### src/rtl/dispatch_ctrl.sv
`default_nettype none
// ============================================================================
//  Module   : dispatch_ctrl
//  Purpose  : Dispatch-stage scheduler. Grants or stalls decoded instructions
//             against ROB / ALU-RS / LSQ credit counters and the physical
//             register free list. Issues zero-latency allocate strobes and
//             sequences HALT and post-flush recovery.
//  Revision : 1.0 - initial release
// ============================================================================
module dispatch_ctrl #(
    parameter int ROB_DEPTH   = 16,
    parameter int RS_DEPTH    = 8,
    parameter int LSQ_DEPTH   = 8,
    parameter int RECOVER_CYC = 2,
    parameter int STALL_W     = 16
) (
    input  logic               clk,
    input  logic               rst,
    input  logic               dec_valid,
    input  logic [5:0]         opcode,
    input  logic               isDispatch,
    input  logic               RegDest,
    input  logic               mem_ren,
    input  logic               mem_wen,
    input  logic               fl_empty,
    input  logic               rob_retire,
    input  logic               rs_release,
    input  logic               lsq_release,
    input  logic               flush,
    output logic               dec_ready,
    output logic               rob_alloc,
    output logic               rs_alloc,
    output logic               lsq_alloc,
    output logic               fl_pop,
    output logic               halted,
    output logic               credit_err,
    output logic [STALL_W-1:0] stall_cycles
);

    localparam int c_ROB_W = $clog2(ROB_DEPTH + 1);
    localparam int c_RS_W  = $clog2(RS_DEPTH + 1);
    localparam int c_LSQ_W = $clog2(LSQ_DEPTH + 1);
    localparam int c_REC_W = $clog2(RECOVER_CYC + 1);

    localparam logic [c_ROB_W-1:0] c_ROB_MAX  = c_ROB_W'(ROB_DEPTH);
    localparam logic [c_RS_W-1:0]  c_RS_MAX   = c_RS_W'(RS_DEPTH);
    localparam logic [c_LSQ_W-1:0] c_LSQ_MAX  = c_LSQ_W'(LSQ_DEPTH);
    localparam logic [c_REC_W-1:0] c_REC_INIT = c_REC_W'(RECOVER_CYC);
    localparam logic [c_REC_W-1:0] c_REC_ONE  = c_REC_W'(1);
    localparam logic [5:0]         c_OP_HALT  = 6'b110001;

    typedef enum logic [1:0] {
        S_RUN     = 2'd0,
        S_HALTED  = 2'd1,
        S_RECOVER = 2'd2
    } state_t;

    state_t              r_state;
    state_t              w_state_next;
    logic [c_REC_W-1:0]  r_rec_cnt;
    logic [c_REC_W-1:0]  w_rec_cnt_next;

    logic [c_ROB_W-1:0]  r_rob_cred;
    logic [c_RS_W-1:0]   r_rs_cred;
    logic [c_LSQ_W-1:0]  r_lsq_cred;
    logic [c_ROB_W-1:0]  w_rob_next;
    logic [c_RS_W-1:0]   w_rs_next;
    logic [c_LSQ_W-1:0]  w_lsq_next;

    logic                r_credit_err;
    logic [STALL_W-1:0]  r_stall;

    logic w_is_halt;
    logic w_mem;
    logic w_need_rob;
    logic w_need_rs;
    logic w_need_lsq;
    logic w_need_fl;
    logic w_ready;
    logic w_hs;
    logic w_rob_rel_ok;
    logic w_rs_rel_ok;
    logic w_lsq_rel_ok;
    logic w_err_set;

    // Resource needs; a HALT only ever takes a ROB entry
    always_comb begin
        w_is_halt  = isDispatch && (opcode == c_OP_HALT);
        w_mem      = mem_ren || mem_wen;
        w_need_rob = isDispatch;
        w_need_lsq = isDispatch && w_mem && !w_is_halt;
        w_need_rs  = isDispatch && !w_mem && !w_is_halt;
        w_need_fl  = isDispatch && RegDest && !w_is_halt;
    end

    // Accept only in RUN with every needed resource available; flush and reset win
    always_comb begin
        w_ready = !rst && (r_state == S_RUN) && !flush
                  && (!w_need_rob || (r_rob_cred != '0))
                  && (!w_need_rs  || (r_rs_cred  != '0))
                  && (!w_need_lsq || (r_lsq_cred != '0))
                  && (!w_need_fl  || !fl_empty);
        w_hs      = dec_valid && w_ready;
        dec_ready = w_ready;
        rob_alloc = w_hs && w_need_rob;
        rs_alloc  = w_hs && w_need_rs;
        lsq_alloc = w_hs && w_need_lsq;
        fl_pop    = w_hs && w_need_fl;
    end

    // Credit next values: alloc and release cancel, a release at full is dropped
    always_comb begin
        w_rob_rel_ok = rob_retire  && (r_rob_cred != c_ROB_MAX);
        w_rs_rel_ok  = rs_release  && (r_rs_cred  != c_RS_MAX);
        w_lsq_rel_ok = lsq_release && (r_lsq_cred != c_LSQ_MAX);
        w_err_set    = !flush && ((rob_retire  && !w_rob_rel_ok) ||
                                  (rs_release  && !w_rs_rel_ok)  ||
                                  (lsq_release && !w_lsq_rel_ok));

        w_rob_next = r_rob_cred;
        if (rob_alloc && !w_rob_rel_ok)
            w_rob_next = r_rob_cred - c_ROB_W'(1);
        else if (!rob_alloc && w_rob_rel_ok)
            w_rob_next = r_rob_cred + c_ROB_W'(1);

        w_rs_next = r_rs_cred;
        if (rs_alloc && !w_rs_rel_ok)
            w_rs_next = r_rs_cred - c_RS_W'(1);
        else if (!rs_alloc && w_rs_rel_ok)
            w_rs_next = r_rs_cred + c_RS_W'(1);

        w_lsq_next = r_lsq_cred;
        if (lsq_alloc && !w_lsq_rel_ok)
            w_lsq_next = r_lsq_cred - c_LSQ_W'(1);
        else if (!lsq_alloc && w_lsq_rel_ok)
            w_lsq_next = r_lsq_cred + c_LSQ_W'(1);
    end

    // Credit registers; a flush restores full capacity and ignores releases
    always_ff @(posedge clk or posedge rst) begin
        if (rst) begin
            r_rob_cred <= c_ROB_MAX;
            r_rs_cred  <= c_RS_MAX;
            r_lsq_cred <= c_LSQ_MAX;
        end else if (flush) begin
            r_rob_cred <= c_ROB_MAX;
            r_rs_cred  <= c_RS_MAX;
            r_lsq_cred <= c_LSQ_MAX;
        end else begin
            r_rob_cred <= w_rob_next;
            r_rs_cred  <= w_rs_next;
            r_lsq_cred <= w_lsq_next;
        end
    end

    // Next-state logic: flush overrides everything and restarts recovery
    always_comb begin
        w_state_next   = r_state;
        w_rec_cnt_next = r_rec_cnt;
        if (flush) begin
            w_state_next   = S_RECOVER;
            w_rec_cnt_next = c_REC_INIT;
        end else begin
            case (r_state)
                S_RUN: begin
                    if (w_hs && w_is_halt)
                        w_state_next = S_HALTED;
                end
                S_HALTED: begin
                    w_state_next = S_HALTED;
                end
                S_RECOVER: begin
                    if (r_rec_cnt <= c_REC_ONE)
                        w_state_next = S_RUN;
                    else
                        w_rec_cnt_next = r_rec_cnt - c_REC_ONE;
                end
                default: begin
                    w_state_next = S_RUN;
                end
            endcase
        end
    end

    // State and recovery counter registers
    always_ff @(posedge clk or posedge rst) begin
        if (rst) begin
            r_state   <= S_RUN;
            r_rec_cnt <= '0;
        end else begin
            r_state   <= w_state_next;
            r_rec_cnt <= w_rec_cnt_next;
        end
    end

    // Sticky credit error and saturating stall counter
    always_ff @(posedge clk or posedge rst) begin
        if (rst) begin
            r_credit_err <= 1'b0;
            r_stall      <= '0;
        end else begin
            if (w_err_set)
                r_credit_err <= 1'b1;
            if ((r_state == S_RUN) && dec_valid && !w_ready && (r_stall != '1))
                r_stall <= r_stall + STALL_W'(1);
        end
    end

    assign halted       = (r_state == S_HALTED);
    assign credit_err   = r_credit_err;
    assign stall_cycles = r_stall;

endmodule
`default_nettype wire

### config.mk
export PLATFORM = sky130hd
export DESIGN_NAME = dispatch_ctrl
export DESIGN_NICKNAME = d
export VERILOG_FILES = /design/src/rtl/dispatch_ctrl.sv
export SDC_FILE = /design/constraint.sdc
export NUM_CORES = 1
export LEC_CHECK = 0
export ABC_CLOCK_PERIOD_IN_PS = 4000
export BUFFER_PORTS_ARGS = -buffer_cell sky130_fd_sc_hd__clkbuf_2
export CAP_MARGIN = 40
export CORE_UTILIZATION = 50
export CTS_BUF_LIST = sky130_fd_sc_hd__clkbuf_8
export DETAILED_ROUTE_END_ITERATION = 8
export GPL_ROUTABILITY_DRIVEN = 0
export HOLD_SLACK_MARGIN = 0.12
export PLACE_DENSITY = 0.7
export SLEW_MARGIN = 10
export SYNTH_ARGS = -nofsm -noshare
export SYNTH_HDL_FRONTEND = slang
export SYNTH_SLANG_ARGS = --single-unit
### constraint.sdc
create_clock -name clk -period 4 [get_ports clk]
set_input_delay 0 -clock clk [delete_from_list [all_inputs] [get_ports clk]]
set_output_delay 0 -clock clk [all_outputs]
set_load 0.005 [all_outputs]
Yosys cells after proc, flatten, opt, wreduce, memory -nomap -nowiden. Cells that the tools add are included.

Bits in registers: 34. Input port bits: 18. Logic and storage cells: 110.

Add/sub/neg operators: 8. Order comparisons: 1. Eq/ne operators: 10. Mux-type cells: 16. Reductions and logical operators: 68.

Operators by type and width (count): $logic_and A1 B1 Y1 (35); $mux W4 (6); $add A16 B1 Y16 const B (1); $logic_not A1 Y1 (16); $ne A16 B16 Y1 const B (1); $mux W5 (3); $mux W2 (6); $reduce_bool A3 Y1 (3); $add A4 B1 Y4 const B (2); $ne A4 B4 Y1 const B (2); $reduce_bool A4 Y1 (2); $sub A4 B1 Y4 const B (2); $logic_or A1 B1 Y1 (7); $eq A6 B6 Y1 const B (1); $ne A3 B3 Y1 const B (2); $pmux W2 S3 (1); $add A5 B1 Y5 const B (1); $ne A5 B5 Y1 const B (1); $reduce_bool A5 Y1 (1); $sub A5 B1 Y5 const B (1); $reduce_and A2 Y1 (2); $eq A2 B1 Y1 const B (1); $eq A2 B2 Y1 const B (1); $le A2 B1 Y1 const B (1); 4 further kinds (4).

Logic depth before layout (Yosys ltp). Gate-level depths: netlist (run 1).

Depth in word-level cells: 16. Depth in mapped cells: 13. Mapped depth without buffers: 13.

Worst setup path after synthesis (run 1). Ideal clock, no wire load.

Kind: register to register. Start point: register r_state[0]. End point: register r_lsq_cred[3]. Data arrival time: 2.959 ns. Required time: 3.911 ns. Path slack: 0.953 ns. Cell stages (with the launch flop): 12. Path buffers: 0. Clock period less this slack: 3.047 ns. Cells stage by stage: dfrtp_1 or3_4 a311o_1 a21o_4 nor4_1 ha_1 a21o_1 a21oi_1 nor2_1 or3_1 a21oi_1 a311oi_1.

Cells in the longest elaborated chain, start to end: 12. Elaborated cells on any way between the ends: 15. Classes of those cells: 2 x mux; 13 x reduce/logical.

RTL lines: from (decl) (RTL line 58) `state_t r_state;`; from (signal assigned) (RTL line 191) `r_state <= w_state_next;`; $logic_not A2 Y1 (*) (RTL line 98) `w_ready = !rst && (r_state == S_RUN) && !flush`; $logic_and A1 B1 Y1 (*) (2 in series) (RTL line 98); $logic_and A1 B1 Y1 (*) (RTL line 99) `&& (!w_need_rob || (r_rob_cred != '0))`; $logic_and A1 B1 Y1 (*) (RTL line 100) `&& (!w_need_rs || (r_rs_cred != '0))`; $logic_and A1 B1 Y1 (*) (RTL line 101) `&& (!w_need_lsq || (r_lsq_cred != '0))`; $logic_and A1 B1 Y1 (*) (RTL line 102) `&& (!w_need_fl || !fl_empty);`; $logic_and A1 B1 Y1 (*) (RTL line 103) `w_hs = dec_valid && w_ready;`; $logic_and A1 B1 Y1 (*) (RTL line 107) `lsq_alloc = w_hs && w_need_lsq;`; $logic_and A1 B1 Y1 or $logic_not A1 Y1 (tied branches) (RTL line 133, 135); $mux W4 or $logic_and A1 B1 Y1 (tied branches) (RTL line 133, 135); $mux W4 or $reduce_bool A3 Y1 (tied branches); to (signal assigned) (RTL line 144) `r_lsq_cred <= c_LSQ_MAX;`; to (signal assigned) (RTL line 148) `r_lsq_cred <= c_LSQ_MAX;`; to (signal assigned) (RTL line 152) `r_lsq_cred <= w_lsq_next;`; to (decl) (RTL line 65) `logic [c_LSQ_W-1:0] r_lsq_cred;`.

Every way passes the cells marked *; elsewhere a longest branch is shown, timed or not. A chain may end at the register's enable or synchronous reset.

Worst setup path in the final report (run 1). Ends and elaborated chain as after synthesis.

==> key figures, run 1 <==
Synth
  • Register area share after synthesis: between 30 and 40%
  • Synth Instances: 233
  • Top_reg_cell synth: dfrtp_1
  • Seq cells post-synth: 34
  • Synth Warn #: 0
  • Leading area contributor after synthesis: dfrtp_1
  • Post-synth EDFFs: 0
  • Syn Area/Cell: ~9.8 um^2
  • Synth top area share: 34.1%
  • Async SR Flop Fraction: 100%
  • Synthesized cell area: 2270 um^2
  • Distinct cells, synth: 56
  • Top cells by area, synth: dfrtp_1 (34%), xor2_1 (5.4%), ha_1 (5.0%)
  • Total nets after synthesis: 263

Final layout
  • Commonest non-fill, non-tap cells in the layout: clkbuf_2 (40), dfrtp_1 (31), nor2_1 (24)
  • Number of fill cells: 378
  • Nets@finish: 309
  • Area Growth Syn to Fin: 17.9%
  • Layout cell share with drive strength beyond 1: 24.3%
  • Fin cells: 332
  • Most common cell after layout, fill and taps aside: clkbuf_2
  • Antenna cells: 0

Routing
  • DRC Markers: 0
  • DR WL/cell: 14.1 um
  • Pre-antenna DRT Iters: 4
  • Via Count: approximately 1800
  • Final wirelength: between 4 and 5 mm
  • 1st-iter DRT viols: 89
  • Post-route ant nets: 0
  • Vias/cell: about 5.5

Pwr
  • Int Power: 0.000813 W
  • Worst VDD drop: between 300 and 400 uV
  • Seq pwr share: around two fifths
  • Comb power frac: 27.4%
  • P per Cell Area: 449 nW/um^2
  • Leak Pwr: 1.27 nW
  • Psw: 0.000391 W
  • Switch share: 32.5%
  • Clock group share of total power: between 30% and 40%

Timing
  • Final setup violation count: 0
  • Worst slew pin tran: 737 ps
  • Post-Route Setup TNS: 0 ps
  • Count of final hold-check violations: 0
  • Clock skew: 10.5 ps
  • Fmax: 297 MHz
  • Slew margin rel.: about half
  • Final Slew Violations: 0
  • Period utilization: between 80% and 90%
  • Unrepaired setup endpoints after global routing: false
  • Tmin final: 3370 ps

Global route
  • GRT overflow: 0
  • First-pass GRT wire length: 7.97 mm
  • Initial antenna violation count: 0
  • Gr usage total: between 20% and 30%
  • Number of global-route vias before repair: 1702
  • Largest net degree at the start of global routing: 35

Worst hold path
  • Hold WC Path Type: input pin to flop

Clock network
  • TritonCTS clock tree: built
  • Num CTS Buffers: 5
  • Reg clk slew, reported paths: 80 ps
  • Maximum root-to-sink buffer count: 2
  • Setup Buffers After CTS: 0
  • Root Driver: clkbuf_8
  • Clock sink total: 34
  • Skew-Pair Late Insertion Delay: 290 ps
  • H-Tree Depth: 2

Critical path
  • Worst R2R End: r_lsq_cred[3]
  • R2R Path Start: r_state[0]
  • Crit path max fanout: 6
  • CP arrival: 3550 ps
  • R2r setup slk: 630 ps
  • Crit Path Category: flop to flop
  • R2r worst-path depth: 11
  • Critical path origin: r_state[0]
  • CP required: 4180 ps
  • Critical Path Source Type: flop
  • Critical Path End Type: flop
  • CP endpoint: r_lsq_cred[3]

Floorplan
  • DIE HEIGHT: approximately 69 um
  • Die Wd: 69.5 um
  • Ports: 41
  • Row Count: 24
  • Core area: 4350 um^2
  • Die area: 4820 um^2
  • Initial Util: 52.2%

Placed design
  • Placed cell count: 322
  • Post-detail-place hpwl: roughly 3.5 mm
  • IO buf count: 40

Flow run
  • Max Cap Violations: 0

Status
  • Status: complete, no violations
per-layer routing:
layer	routed length [um]	track usage (%)	share of wire [%]	up-vias
met4	45	6.80	0.96	0
li1	-	-	-	916
met5	0	0	0	-
met1	2290	29.9	49	872
met3	174	3.63	3.7	5
met2	2180	31.7	47	31
per-stage QoR:
stage	utilization [%]	setup slack, ps	power, W	hold slack (ps)	cell area (um^2)
floorplan	-	953	0.000719	136	2270
global placement	58.0	805	0.000823	183	2520
detailed placement	58.0	689	0.000830	183	2520
CTS	61.6	661	0.00122	127	2680
global route	61.6	409	0.00128	178	2680
finish	61.6	635	0.00120	128	2680
worst max-delay path, stage by stage, from the launching register on:
cell and delay [ps]:
dfrtp_1 440, or3_4 410, a311o_1 330, a21o_4 220, nor4_1 550, ha_1 340, a21o_1 170, a21oi_1 170
nor2_1 70, or3_1 350, a21oi_1 140, a311oi_1 70
timing repair:
item | 4_1_cts | 5_1_grt
gates resized for setup | 0 | 0
hold buffers | 2 | 0
hold endpoints to repair | 33 | 0
state kept, by name, indices dropped and copies added (netlist names):
signal	cells
credit_err	1
r_lsq_cred	4
r_rec_cnt	2
r_rob_cred	5
r_rs_cred	4
r_state	2
stall_cycles	16
Yosys cell counts, types with 4 or more instances:
cell type / instances
nand2_1: 12
mux2i_1: 4
nand3_1: 9
a21oi_1: 7
inv_1: 14
nand4_1: 4
o21ai_0: 5
xor2_1: 14
and2_1: 5
nand3b_1: 5
dfrtp_1: 31
xnor2_1: 9
nor3_1: 13
nor4_1: 5
ha_1: 9
a21o_1: 5
or3_1: 4
nor2_1: 24
how the worst min path moves through the flow:
stage | start | end | slack (ps) | depth (start not counted)
5_1_grt | rs_release | credit_err | 180 | 4
2_1_floorplan | dec_valid | fl_pop | 140 | 1
3_5_place_dp | rst | stall_cycles[12] | 180 | 3
4_1_cts | opcode[1] | r_state[0] | 130 | 6
3_3_place_gp | rst | r_rob_cred[2] | 180 | 3
6_report | opcode[1] | r_state[0] | 130 | 6
power groups by stage:
| stage | registers, W | clock network, W | logic, W |
|---|---|---|---|
| finish | 0.000495 | 0.000379 | 0.000329 |
| detailed placement | 0.000500 | 0 | 0.000330 |
| CTS | 0.000495 | 0.000388 | 0.000334 |
| global placement | 0.000499 | 0 | 0.000324 |
| global route | 0.000508 | 0.000399 | 0.000377 |
| floorplan | 0.000488 | 0 | 0.000230 |
layout make-up:
class | count | area (um^2) | share of cell area (%)
Sequential cell | 34 | 855 | 31.9
Timing Repair Buffer | 44 | 235 | 8.77
Inverter | 15 | 56.3 | 2.10
Multi-Input combinational cell | 179 | 1330 | 49.7
Tap cell | 52 | 65.1 | 2.43
Clock inverter | 3 | 68.8 | 2.57
Clock buffer | 5 | 68.8 | 2.57
cells by family (layout without fill, tap and decap cells):
kind of cell | after synthesis | in the layout | share of synthesized area (%)
xor+xnor | 24 | 24 | 9.85
compound gates | 36 | 36 | 13.4
flops | 34 | 34 | 37.6
fa+ha+maj | 12 | 12 | 7.59
simple gates | 101 | 101 | 25.0
mux | 6 | 6 | 2.75
buf+inv | 20 | 67 | 3.80
(Power assumes the default switching activity.)
==> run 2: changes to the inputs <==
--- a/config.mk
+++ b/config.mk
@@ -5,7 +5,8 @@
 export SDC_FILE = /design/constraint.sdc
 export NUM_CORES = 1
 export LEC_CHECK = 0
-export ABC_CLOCK_PERIOD_IN_PS = 4000
+export ABC_AREA = 1
+export ABC_CLOCK_PERIOD_IN_PS = 2850
 export BUFFER_PORTS_ARGS = -buffer_cell sky130_fd_sc_hd__clkbuf_2
 export CAP_MARGIN = 40
 export CORE_UTILIZATION = 50
@@ -13,7 +14,7 @@
 export DETAILED_ROUTE_END_ITERATION = 8
 export GPL_ROUTABILITY_DRIVEN = 0
 export HOLD_SLACK_MARGIN = 0.12
-export PLACE_DENSITY = 0.7
+export PLACE_DENSITY = 0.72
 export SLEW_MARGIN = 10
 export SYNTH_ARGS = -nofsm -noshare
 export SYNTH_HDL_FRONTEND = slang
==> constraint.sdc (replaced) <==
create_clock -name clk -period 2.85 [get_ports clk]
set_input_delay 0 -clock clk [delete_from_list [all_inputs] [get_ports clk]]
set_output_delay 0 -clock clk [all_outputs]
set_load 0.005 [all_outputs]
==> key figures, run 2 <==
Pwr
  • P per Cell Area: 595 nW/um^2 (+33%)
  • Leak Pwr: 1.46 nW (+15%)
  • Worst VDD drop: 392 uV (+11%)
  • Pwr Total: 0.00163 W (+35%)

Critical path
  • R2r worst-path depth: 14 (+3)
  • Top delay family on crit path: simple AND/OR/NAND/NOR gates
  • R2R Path Start: r_state[1]
  • Worst R2R End: r_rob_cred[4]
  • WP buf/inv: 1 (+1)
  • Crit path max fanout: 9 (+3)
  • Critical Path Source Type: flop
  • Crit-path cells: inv_1, nand2_1, nor2_1, nand2_1, nor2_1, nand2_2, nor2_8, nand4_2, fa_1, o21ai_0, xor2_1, nor2_1, nor2_1, nand3_1
  • Critical-path top delay cell: fa_1
  • CP required: 3060 ps (-1120 ps)
  • Max incr delay on CP: 460 ps (-90 ps)
  • CP most frequent cell: nor2_1
  • CP arrival: 2740 ps (-810 ps)
  • R2r setup slk: 320 ps (-310 ps)
  • Critical Path End Type: flop
  • Crit Path Category: flop to flop

Synth
  • Multiplexer share of the synthesized area: 0% (-2.8 points)
  • Synthesized cell area: 2350 um^2 (+3.5%)
  • Synth top area share: 32.9% (-1.2 points)
  • Total nets after synthesis: 350 (+33%)
  • Distinct cells, synth: 33 (-41%)
  • Synth Instances: 320 (+37%)
  • Top_reg_cell synth: dfrtp_1
  • Seq cells post-synth: 34 (unchanged)
  • Top cells by area, synth: dfrtp_1 (33%), nand2_1 (11%), inv_1 (8.3%)
  • Syn Area/Cell: 7.36 um^2 (-25%)
  • Async SR Flop Fraction: 100% (unchanged)
  • Largest family of logic cells by synthesized area: simple AND/OR/NAND/NOR gates
  • Synth top cells by count: nand2_1 (71), inv_1 (52), nor2_1 (40)
  • Leading area contributor after synthesis: dfrtp_1
  • XOR/XNOR Fraction of Synth Area: 6.32% (-3.5 points)
  • Post-synth EDFFs: 0 (unchanged)
  • Synth Warn #: 0 (unchanged)
  • Count leader, synth: nand2_1
  • Register area share after synthesis: 36.3% (-1.3 points)
  • Synth Area in Compound Gates: 7.33% (-6.1 points)
  • Area share of and/or/nand/nor cells after synthesis: 33.0% (+8.0 points)
  • Synth Area in Adders: 7.33% (-0.26 points)

Timing
  • Min Hold Slack: 123 ps (-4.82 ps)
  • Clock skew: 4.37 ps (-6.13 ps)
  • Fmax: 396 MHz (+33%)
  • Period utilization: 88.7% (+4.6 points)
  • Setup ws final: 322 ps (-312 ps)
  • Final setup violation count: 0 (unchanged)
  • Worst slew pin tran: 430 ps (-307 ps)
  • Unrepaired setup endpoints after global routing: false
  • Slew margin rel.: 71.3% (+21 points)
  • Tmin final: 2530 ps (-838 ps)
  • Post-Route Setup TNS: 0 ps (unchanged)
  • Final Slew Violations: 0 (unchanged)
  • Count of final hold-check violations: 0 (unchanged)

Floorplan
  • Initial Util: 53.0% (+0.74 points)
  • DIE HEIGHT: 70.6 um (+1.7%)
  • Core area: 4440 um^2 (+2.1%)
  • Die Wd: 70.6 um (+1.7%)
  • Ports: 41 (unchanged)
  • Row Count: 24 (unchanged)
  • Die area: 4990 um^2 (+3.4%)

Routing
  • 1st-iter DRT viols: 187 (+110%)
  • DR WL/cell: 11.8 um (-16%)
  • Vias/cell: 5.06 (-8.0%)
  • Via Count: 2129 (+17%)
  • DRC Markers: 2 (+2)
  • Final wirelength: 4.97 mm (+6.0%)
  • Post-route ant nets: 0 (unchanged)
  • Pre-antenna DRT Iters: 6 (+2)

Final layout
  • Largest register FFs: 16 (unchanged)
  • Nets@finish: 398 (+29%)
  • Most common cell after layout, fill and taps aside: nand2_1
  • Antenna cells: 0 (unchanged)
  • Fin cells: 421 (+27%)
  • Area Growth Syn to Fin: 15.9%
  • Commonest non-fill, non-tap cells in the layout: nand2_1 (71), inv_1 (54), nor2_1 (40), clkbuf_2 (40), dfrtp_1 (31)
  • Layout cell share with drive strength beyond 1: 18.4% (-5.9 points)

Global route
  • Largest net degree at the start of global routing: 35 (unchanged)
  • Gr usage total: 22.0% (+1.2 points)
  • Number of global-route vias before repair: 1949 (+15%)
  • Initial antenna violation count: 0 (unchanged)
  • First-pass GRT wire length: 8.61 mm (+8.1%)
  • GRT overflow: 0 (unchanged)

Placed design
  • Post-detail-place hpwl: 3.79 mm (+8.7%)
  • Placed cell count: 410 (+27%)
  • DP Worst Slack: 336 ps (-353 ps)
  • IO buf count: 40 (unchanged)

Clock network
  • Reg clk slew, reported paths: 60 ps (-20 ps)
  • Root Driver: clkbuf_8
  • Maximum root-to-sink buffer count: 2 (unchanged)
  • Num CTS Buffers: 5 (unchanged)
  • Clock sink total: 34 (unchanged)
  • Skew-Pair Late Insertion Delay: 290 ps (about the same)
  • TritonCTS clock tree: built
  • CTS resizes: 0 (unchanged)
  • H-Tree Depth: 2 (unchanged)
  • Setup Buffers After CTS: 0 (unchanged)
  • Hold-fix buffers at CTS: 3 (+1)

Worst hold path
  • Hold WC Path Type: input pin to flop
  • HP Start: rob_retire
  • Hold Path Cell Cnt: 5 (-1)
  • Hold endpoint: r_rob_cred[4]

Status
  • Status: finished, violations left
  • Failing checks: DRC

Flow run
  • Max Cap Violations: 0 (unchanged)
## run 2: worst max path at each step
stage                   from       endpoint  slack, ps  cells past startpoint
3_5_place_dp      r_state[1]  r_rob_cred[4]        340                     14
4_1_cts           r_state[1]  r_rob_cred[4]        320                     14
2_1_floorplan            rst  r_rob_cred[4]        350                     12
5_1_grt           r_state[1]   r_rs_cred[3]        0.9                     16
3_3_place_gp   r_rob_cred[4]  r_rob_cred[4]        360                     13
6_report          r_state[1]  r_rob_cred[4]        320                     14
## run 2: cells by family (layout without fill, tap and decap cells)
family | Yosys count | after routing
compound gates | 33 | 33
flops | 34 | 34
xor+xnor | 17 | 17
fa+ha+maj | 12 | 12
simple gates | 166 | 166
buf+inv | 58 | 107
## run 2: worst reg2reg max path: cells and delay by family (launching register included)
family | cells | cell delay (ps)
adders and majority gates | 1 | 460
and+or+nand+nor | 10 | 1060
DFF | 1 | 370
AOI/OAI and AO/OA | 1 | 260
xor gates and xnor gates | 1 | 200
buffers and inverters | 1 | 100
## run 2: cell type report
class | instances | area (um^2)
clock buffers | 6 | 82.6
clock inverters | 2 | 7.51
fillers | 424 | 1710
inverters | 54 | 203
multi-input cells | 228 | 1270
flip-flops and latches | 34 | 855
well taps | 52 | 65.1
repair buffers | 45 | 245
## run 2: metal layers
layer | global-route usage [%] | part of all wire [%]
met1 | 30.8 | 49
met4 | 8.67 | 1.6
met5 | 0 | 0
met2 | 34.1 | 44
met3 | 3.85 | 5.6
## run 2: report_power, final
part	internal, W	switching [W]
Clock	0.000190	0.000176
Sequential	0.000594	0.000115
Combinational	0.000219	0.000332
## run 2: per-stage QoR
| step | cell area (um^2) | utilization, % |
|---|---|---|
| 6_report | 2730 | 61.4 |
| 2_1_floorplan | 2350 | - |
| 4_1_cts | 2730 | 61.4 |
| 5_1_grt | 2730 | 61.4 |
| 3_3_place_gp | 2610 | 58.7 |
| 3_5_place_dp | 2610 | 58.7 |
